[src/rtl/matmul_apb_master_ctrl.sv]
// Purpose: single-outstanding APB master that turns cmd_* requests into SETUP/ACCESS transfers.
// Latency: command accepted at edge k -> SETUP cycle k+1, ACCESS from k+2, rsp_valid cycle k+3 with no wait states.
// Backpressure: cmd_ready low outside IDLE; pready stretches ACCESS up to TIMEOUT cycles; rsp side has none.
module matmul_apb_master_ctrl #(
  parameter int BUS_WIDTH  = 32,
  parameter int ADDR_WIDTH = 16,
  parameter int MAX_DIM    = 4,
  parameter int TIMEOUT    = 16
) (
  input  logic                  pclk,
  input  logic                  rst_n,
  input  logic                  cmd_valid,
  output logic                  cmd_ready,
  input  logic                  cmd_write,
  input  logic [ADDR_WIDTH-1:0] cmd_addr,
  input  logic [BUS_WIDTH-1:0]  cmd_wdata,
  input  logic [MAX_DIM-1:0]    cmd_strb,
  output logic                  psel,
  output logic                  penable,
  output logic                  pwrite,
  output logic [ADDR_WIDTH-1:0] paddr,
  output logic [BUS_WIDTH-1:0]  pwdata,
  output logic [MAX_DIM-1:0]    pstrb,
  input  logic                  pready,
  input  logic                  pslverr,
  input  logic [BUS_WIDTH-1:0]  prdata,
  output logic                  rsp_valid,
  output logic [BUS_WIDTH-1:0]  rsp_rdata,
  output logic                  rsp_err,
  output logic                  rsp_timeout,
  output logic [15:0]           txn_count,
  output logic [7:0]            err_count
);

  typedef enum logic [1:0] {IDLE, SETUP, ACCESS} state_t;

  // Wait counter value on the last permitted ACCESS cycle with pready low.
  localparam logic [7:0] WAIT_LAST = 8'(TIMEOUT - 1);

  state_t     state;
  state_t     next_state;
  logic       accept;
  logic       complete;
  logic       abort;
  logic [7:0] wait_cnt;

  // Next-state decode plus one-cycle event strobes for accept/complete/abort.
  always_comb begin
    next_state = state;
    accept     = 1'b0;
    complete   = 1'b0;
    abort      = 1'b0;
    case (state)
      IDLE: begin
        if (cmd_valid && cmd_ready) begin
          accept     = 1'b1;
          next_state = SETUP;
        end
      end
      SETUP: next_state = ACCESS;
      ACCESS: begin
        // pready wins over an expiring counter: a late ready still completes.
        if (pready) begin
          complete   = 1'b1;
          next_state = IDLE;
        end else if (wait_cnt == WAIT_LAST) begin
          abort      = 1'b1;
          next_state = IDLE;
        end
      end
      default: next_state = IDLE;
    endcase
  end

  // State register with registered copies of the state-derived outputs,
  // so psel/penable/cmd_ready come straight from flops.
  always_ff @(posedge pclk or negedge rst_n) begin
    if (!rst_n) begin
      state     <= IDLE;
      psel      <= 1'b0;
      penable   <= 1'b0;
      cmd_ready <= 1'b0;
    end else begin
      state     <= next_state;
      psel      <= (next_state != IDLE);
      penable   <= (next_state == ACCESS);
      cmd_ready <= (next_state == IDLE);
    end
  end

  // Capture the command on acceptance; reads present zero data and strobes.
  always_ff @(posedge pclk or negedge rst_n) begin
    if (!rst_n) begin
      pwrite <= 1'b0;
      paddr  <= '0;
      pwdata <= '0;
      pstrb  <= '0;
    end else if (accept) begin
      pwrite <= cmd_write;
      paddr  <= cmd_addr;
      pwdata <= cmd_write ? cmd_wdata : '0;
      pstrb  <= cmd_write ? cmd_strb : '0;
    end
  end

  // Count ACCESS cycles spent waiting on pready; restart for every transfer.
  always_ff @(posedge pclk or negedge rst_n) begin
    if (!rst_n) begin
      wait_cnt <= 8'd0;
    end else if (state == SETUP) begin
      wait_cnt <= 8'd0;
    end else if (state == ACCESS && !pready) begin
      wait_cnt <= 8'(wait_cnt + 8'd1);
    end
  end

  // Response pulse; payload fields hold until the next completion or abort.
  always_ff @(posedge pclk or negedge rst_n) begin
    if (!rst_n) begin
      rsp_valid   <= 1'b0;
      rsp_rdata   <= '0;
      rsp_err     <= 1'b0;
      rsp_timeout <= 1'b0;
    end else begin
      rsp_valid <= complete | abort;
      if (complete) begin
        rsp_err     <= pslverr;
        rsp_timeout <= 1'b0;
        rsp_rdata   <= (!pwrite && !pslverr) ? prdata : '0;
      end else if (abort) begin
        rsp_err     <= 1'b1;
        rsp_timeout <= 1'b1;
        rsp_rdata   <= '0;
      end
    end
  end

  // Transfer counter wraps; error counter saturates.
  always_ff @(posedge pclk or negedge rst_n) begin
    if (!rst_n) begin
      txn_count <= 16'd0;
      err_count <= 8'd0;
    end else begin
      if (complete || abort) begin
        txn_count <= 16'(txn_count + 16'd1);
      end
      if (((complete && pslverr) || abort) && (err_count != 8'hFF)) begin
        err_count <= 8'(err_count + 8'd1);
      end
    end
  end

endmodule
[config.mk]
export PLATFORM = sky130hd
export DESIGN_NAME = matmul_apb_master_ctrl
export DESIGN_NICKNAME = d
export VERILOG_FILES = /design/src/rtl/matmul_apb_master_ctrl.sv
export SDC_FILE = /design/constraint.sdc
export NUM_CORES = 1
export LEC_CHECK = 0
export BUFFER_PORTS_ARGS = -buffer_cell sky130_fd_sc_hd__buf_4
export CORE_UTILIZATION = 44
export DETAILED_ROUTE_END_ITERATION = 8
export PLACE_DENSITY = 0.75
export SYNTH_ARGS = -nofsm -noshare
export SYNTH_HDL_FRONTEND = slang
export SYNTH_SLANG_ARGS = --single-unit
[constraint.sdc]
create_clock -name pclk -period 1.8 [get_ports pclk]
set_input_delay 0.18 -clock pclk [delete_from_list [all_inputs] [get_ports pclk]]
set_output_delay 0.18 -clock pclk [all_outputs]
set_load 0.01 [all_outputs]
* Word level (Yosys, flattened, before mapping) *
Cells that the tools add are included.

storage, ports and cells
  register bits = 125
  bits in latches = 0
  bits in writable memories = 0
  memory bits (read-only) = 0
  input port bits = 90
  output and inout bits = 115
  logic and storage cells = 60
  memories = 0

operators by class
  add/subtract/negate cells = 3
  $mul = 0
  divide/modulo/power cells = 0
  $lt $le $gt $ge = 0
  equality and inequality tests = 5
  shift operators = 0
  mux-type cells = 21
  bitwise gates (word level) = 1
  reductions and logical operators = 15

operator list
  kind                                                                    count
  32-bit two-way mux                                                      4
  16-bit by 1-bit adder with 16-bit output (second input constant)        1
  8-bit by 1-bit adder with 8-bit output (second input constant)          2
  8-bit two-way mux                                                       2
  1-bit two-way mux                                                       10
  8-bit by 4-bit equality test with 1-bit output (second input constant)  1
  8-bit inequality test (second input constant)                           1
  2-bit two-way mux                                                       3
  2-bit one-hot mux with 3 select lines                                   1
  2-bit nonzero test                                                      3
  1-bit logical AND                                                       5
  2-bit equality test (second input constant)                             2
  2-bit logical NOT                                                       2
  4-bit two-way mux                                                       1
  1-bit logical NOT                                                       3
  2-bit by 1-bit equality test with 1-bit output (second input constant)  1
  1-bit logical OR                                                        2
  1-bit bitwise OR                                                        1

* Depth between registers and ports, before layout *
  depth after elaboration = 6
  depth in mapped cells = 8
  gate-level depth less buffers = 6

* Least setup slack after synthesis *
OpenSTA, ideal clock, no wires.

  kind = register to register
  from = register state[0]
  to = register err_count[1]
  library setup time = 0.125 ns
  arrival time = 1.815 ns
  required time = 1.675 ns
  path slack = -0.140 ns
  cell stages (with the launch flop) = 7
  path buffers = 2
  period minus slack after synthesis = 1.940 ns
  cell sequence = dfrtp_1 -> buf_6 -> or3b_1 -> buf_2 -> o31a_1 -> nor2_1 -> mux2_2

between the ends
  cells in the longest elaborated chain, start to end = 5
  elaborated cells between the ends (all ways) = 6
  those cells by class = 1 x eq/ne; 2 x mux; 3 x reduce/logical

ends and longest elaborated chain
  element                  RTL line  RTL
  from (decl)              40        state_t state;
  from (signal assigned)   84        state <= next_state;
  2-bit equality test (*)  53        case (state)
  1-bit two-way mux        53
  1-bit logical AND        147       if (((complete && pslverr) || abort) && (err_count != 8'hFF)) begin
  1-bit logical OR (*)     147
  1-bit logical AND (*)    147
  to (signal assigned)     148       err_count <= 8'(err_count + 8'd1);
  to (decl)                32        output logic [7:0] err_count

Mark *: on every way between the ends. The rest lies on a longest branch, timed or not.
A chain may end at the register's enable or synchronous reset.

* Worst setup path after layout *
  from = register wait_cnt[4]
  to = register txn_count[7]

between the ends
  cells in the longest elaborated chain, start to end = 5

ends and longest elaborated chain
  element                                         RTL line  RTL
  from (decl)                                     45        logic [7:0] wait_cnt;
  from (signal assigned)                          113       wait_cnt <= 8'(wait_cnt + 8'd1);
  8-bit by 4-bit equality test with 1-bit output  66        end else if (wait_cnt == WAIT_LAST) begin
  1-bit two-way mux                               66
  1-bit two-way mux                               63        if (pready) begin
  1-bit two-way mux                               53
  1-bit logical OR                                144       if (complete || abort) begin
  to (signal assigned)                            145       txn_count <= 16'(txn_count + 16'd1);
  to (decl)                                       31        output logic [15:0] txn_count,

Every way passes these cells.

==> results.txt <==
* Outcome: finished with violations
- The checks that failed: negative setup slack.
- Yosys printed 0 warnings.
* Max rail drop VDD: 976.5 µV
* Gate count after technology mapping: about 480
- The synthesized design spends more area on one cell type than any other, namely sky130_fd_sc_hd__dfrtp_1.
* Vias after detailed routing: between 4k and 5k
* Area share of the largest cell type after synthesis: roughly three fifths
* Antenna diode count: 0
- Max cap viols: 0
- The initial utilization of the core area, before any placement, comes to between 40% and 50%.
- Clock sink total: 125
* Synth top area cells: sky130_fd_sc_hd__dfrtp_1 (61%), sky130_fd_sc_hd__nand2_1 (10%), sky130_fd_sc_hd__a22o_1 (5.5%)
- For the pin with the worst max-slew slack, the measured transition is between 500 and 600 ps.
- The internal portion of the total power is roughly 7800 µW.
* Die Footprint: 0.01201 mm²
- Combinational fraction of design power: a little over a third
- The completed layout was analyzed and its total power is 11710 µW.
- The initial antenna violation count came to 0.
- The hold violation total from the final report was 0.
- Non-filler instance count after layout: about 940
- Worst-case headroom to the max-slew limit: between 60% and 70%
* Portion of the post-synthesis area used by sequential elements: approximately 61%
- Sequential cells account for between 30% and 40% of the total power.
- Peak clock frequency supported by timing: 521.8 MHz
* Fillers: around 700
- Synthesis produced a netlist with a net count of 571.
* Area of the core: 0.01108 mm²
- Type of the setup path with the least slack: register to register
* Switching share of power: between 30% and 40%
- Critical Path Start Type: register
- Global routing finished with a remaining overflow of 0.
* Clock root cell: sky130_fd_sc_hd__clkbuf_16
* First-pass DRT Iterations: 4
- Fraction of layout cells with a size suffix above 1: a little over a third
- For this design the top-level I/O count stands at between 200 and 250.
- Horiz. Die Dim: ~110 µm
* Number of setup violations in the final report: 50
* Insertion delay of the later-clocked pin in the worst-skew pair: slightly above 400 ps
- Once detail routing completed, the nets flagged for antenna violations numbered 0.
- For the worst setup path, the data arrival time is 2230 ps.
- Adding up every negative setup slack in the final design gives -2397 ps.
* Net count, final: 876
* Unrepaired setup endpoints after global routing: true
* Worst Hold Class: input port to register
- Portion of the clock cycle consumed by the worst path in the final layout: 106.5%
- Post-layout min period: ~1900 ps
- The total count of max-transition violations in the final report was 0.
* Reported net switching power: slightly below 4000 µW
- After clock tree synthesis, the clock-pin slew on the worst setup and hold paths is roughly 50 ps.
- Nature of the critical path endpoint: register
* Maximum net fanout on the critical path: 7
- Input and output buffers added on the ports amount to slightly above 200.
- Static leakage: around 0.0045 µW
* Clock skew after layout: between 8 and 9 ps
- Clock tree synthesis inserted a total of 17 buffers.
- Relative area change from synthesis to final layout: 65.10%
* Wire length of the first global-routing pass: between 20000 and 25000 µm
- Cells after DPL: ~820
- Critical path data required time: ~2100 ps
- For this block, the initial DRC count from the detailed router was 321.
- The floorplan has 38 rows.
- After synthesis the cells add up to between 0.005 and 0.006 mm².
- DRC violation count after routing: 0
- Seq cells post-synth: ~130
* CTS tree: done
* Wire length reported by the detailed router: roughly 16000 µm
* Post-Syn Area per Cell: ~11 µm²
- Clock network fraction of total power: 26.8%
- Using the TritonRoute via totals, the vias-per-cell ratio works out to about 5.2.
- PnR worst setup slack: -116.5 ps
* Number of levels in the clock H-tree: 4
- The number of global-route vias before repair was around 5.0k.
- Detail Placement HPWL: a little under 10000 µm
- Distinct cells, synth: 40
- Entering global routing, the biggest net connects 47 pins.
* Die boundary height: approximately 110 µm
- PwrDens: around 1400 mW/mm²
* Clock tree buffer depth: 2
- Per-cell routed wire length: 16.87 µm
- Global routing used 27.63% of the available tracks.
- Gp weighted congestion: ~0.86
synth_stat cells, drive strengths merged:
library cell and n:
nand2b 1, mux2 1, buf 12, xnor2 9, nand2 137, a21oi 6, o31a 2, xor2 14
or4 1, nor3b 2, o211ai 4, and4 5, nand4b 2, nor4b 3, clkbuf 18, dfrtp 125
or3b 1, o31ai 1, and3 4, or2 1, nor3 11, nor2 7, mux2i 2, nand3b 2
o21ai 7, nand3 46, ha 3, inv 4, o22a 1, nor4 5, o22ai 1, nand4 8
a22o 32
layout make-up:
class                           count  area [µm²]  share of cell area, %
Clock buffer                       25       515.5                  6.128
Clock inverter                      7       35.03                 0.4165
Inverter                            4       15.01                 0.1785
Multi-Input combinational cell    319        1901                  22.59
Sequential cell                   125        3128                  37.19
Tap cell                          140       175.2                  2.082
Timing Repair Buffer              316        2643                  31.41
flip-flops by register name, indices dropped and copies added, names as in the netlist:
name	count
cmd_ready	1
err_count	8
paddr	16
penable	1
psel	1
pstrb	4
pwdata	32
pwrite	1
rsp_err	1
rsp_rdata	32
rsp_timeout	1
rsp_valid	1
state	2
txn_count	16
wait_cnt	8
power groups by stage:
stage / clock, µW / combinational, µW / sequential (µW)
2_1_floorplan: 0 / 1380 / 4690
3_3_place_gp: 0 / 3840 / 4320
3_5_place_dp: 0 / 3960 / 4340
4_1_cts: 3180 / 4150 / 4320
5_1_grt: 3310 / 4610 / 4460
6_report: 3140 / 4230 / 4340
cell usage in the layout (no fill, tap or decap), types with 2 or more instances in the layout:
cell type / instances
sky130_fd_sc_hd__nor3b_1: 2
sky130_fd_sc_hd__a21oi_1: 6
sky130_fd_sc_hd__nor2_1: 5
sky130_fd_sc_hd__ha_1: 3
sky130_fd_sc_hd__o211ai_1: 4
sky130_fd_sc_hd__buf_12: 5
sky130_fd_sc_hd__nor3_2: 2
sky130_fd_sc_hd__dlygate4sd3_1: 80
sky130_fd_sc_hd__nand4b_1: 2
sky130_fd_sc_hd__nor3_4: 4
sky130_fd_sc_hd__nor4_1: 2
sky130_fd_sc_hd__and3_1: 4
sky130_fd_sc_hd__nand2_1: 137
sky130_fd_sc_hd__dfrtp_1: 125
sky130_fd_sc_hd__nand3b_1: 2
sky130_fd_sc_hd__clkbuf_16: 17
sky130_fd_sc_hd__nand3_1: 45
sky130_fd_sc_hd__inv_2: 2
sky130_fd_sc_hd__xnor2_1: 9
sky130_fd_sc_hd__nor3_1: 5
sky130_fd_sc_hd__mux2i_1: 2
sky130_fd_sc_hd__and4_1: 5
sky130_fd_sc_hd__nor4_2: 2
sky130_fd_sc_hd__o21ai_0: 7
sky130_fd_sc_hd__a22o_1: 32
sky130_fd_sc_hd__nand4_1: 8
sky130_fd_sc_hd__clkbuf_8: 6
sky130_fd_sc_hd__clkinv_2: 7
sky130_fd_sc_hd__inv_1: 2
sky130_fd_sc_hd__buf_4: 229
sky130_fd_sc_hd__buf_6: 2
sky130_fd_sc_hd__xor2_1: 14
sky130_fd_sc_hd__clkbuf_1: 2
timing repair:
action,in CTS,in global routing
endpoints found under the setup margin,57,57
buffers inserted,2,0
resized for setup,11,2
hold endpoints to repair,118,0
hold buffers,80,0
pin swaps,10,3
routing by layer:
layer  share of wire, %  wire length, µm  track usage, %
met2                 51             8000           46.09
met3                7.5             1191           8.654
met5                  0                0               0
met1                 39             6147           31.76
met4                2.9              453           14.76
critical path, cell delays in order, from the launching register on:
cell,delay [ps]
sky130_fd_sc_hd__dfrtp_1,380
sky130_fd_sc_hd__or4_4,550
sky130_fd_sc_hd__o31a_4,360
sky130_fd_sc_hd__buf_12,170
sky130_fd_sc_hd__nor3_4,130
sky130_fd_sc_hd__xor2_1,220
path summary, 6_finish.rpt:
kind	startpoint	to	slack, ps	cells after the start
min in group asynchronous	rst_n	rsp_err	330	2
worst max register to register	wait_cnt[4]	txn_count[7]	-120	5
max in group asynchronous	rst_n	state[0]	840	3
worst min-delay path	cmd_wdata[14]	pwdata[14]	20	3
worst min register to register	pwdata[14]	pwdata[14]	470	2
worst max-delay path	wait_cnt[4]	txn_count[7]	-120	5
cell families after synthesis:
| group | after synthesis | share of synthesized area, % |
|---|---|---|
| multiplexers | 3 | 0.6139 |
| buffers and inverters | 34 | 2.971 |
| XOR/XNOR | 23 | 3.954 |
| AND/OR/NAND/NOR | 236 | 22.18 |
| adder cells (fa/ha/maj) | 3 | 0.7368 |
| flip-flops | 125 | 61.39 |
| AO/OA/AOI/OAI | 54 | 8.153 |
through the flow:
stage / hold WS, ps / util, % / instance area [µm²] / setup WS [ps]
2_1_floorplan: -115.6 / - / 5125 / -134.4
4_1_cts: 1.689 / 75.84 / 8402 / -119.4
6_report: 17.31 / 75.93 / 8412 / -116.5
3_5_place_dp: 227.0 / 63.00 / 6979 / -210.1
5_1_grt: 10.15 / 75.93 / 8412 / -180.3
3_3_place_gp: 214.8 / 63.00 / 6979 / -153.0
No activity file was read; power rests on OpenSTA's default activity.
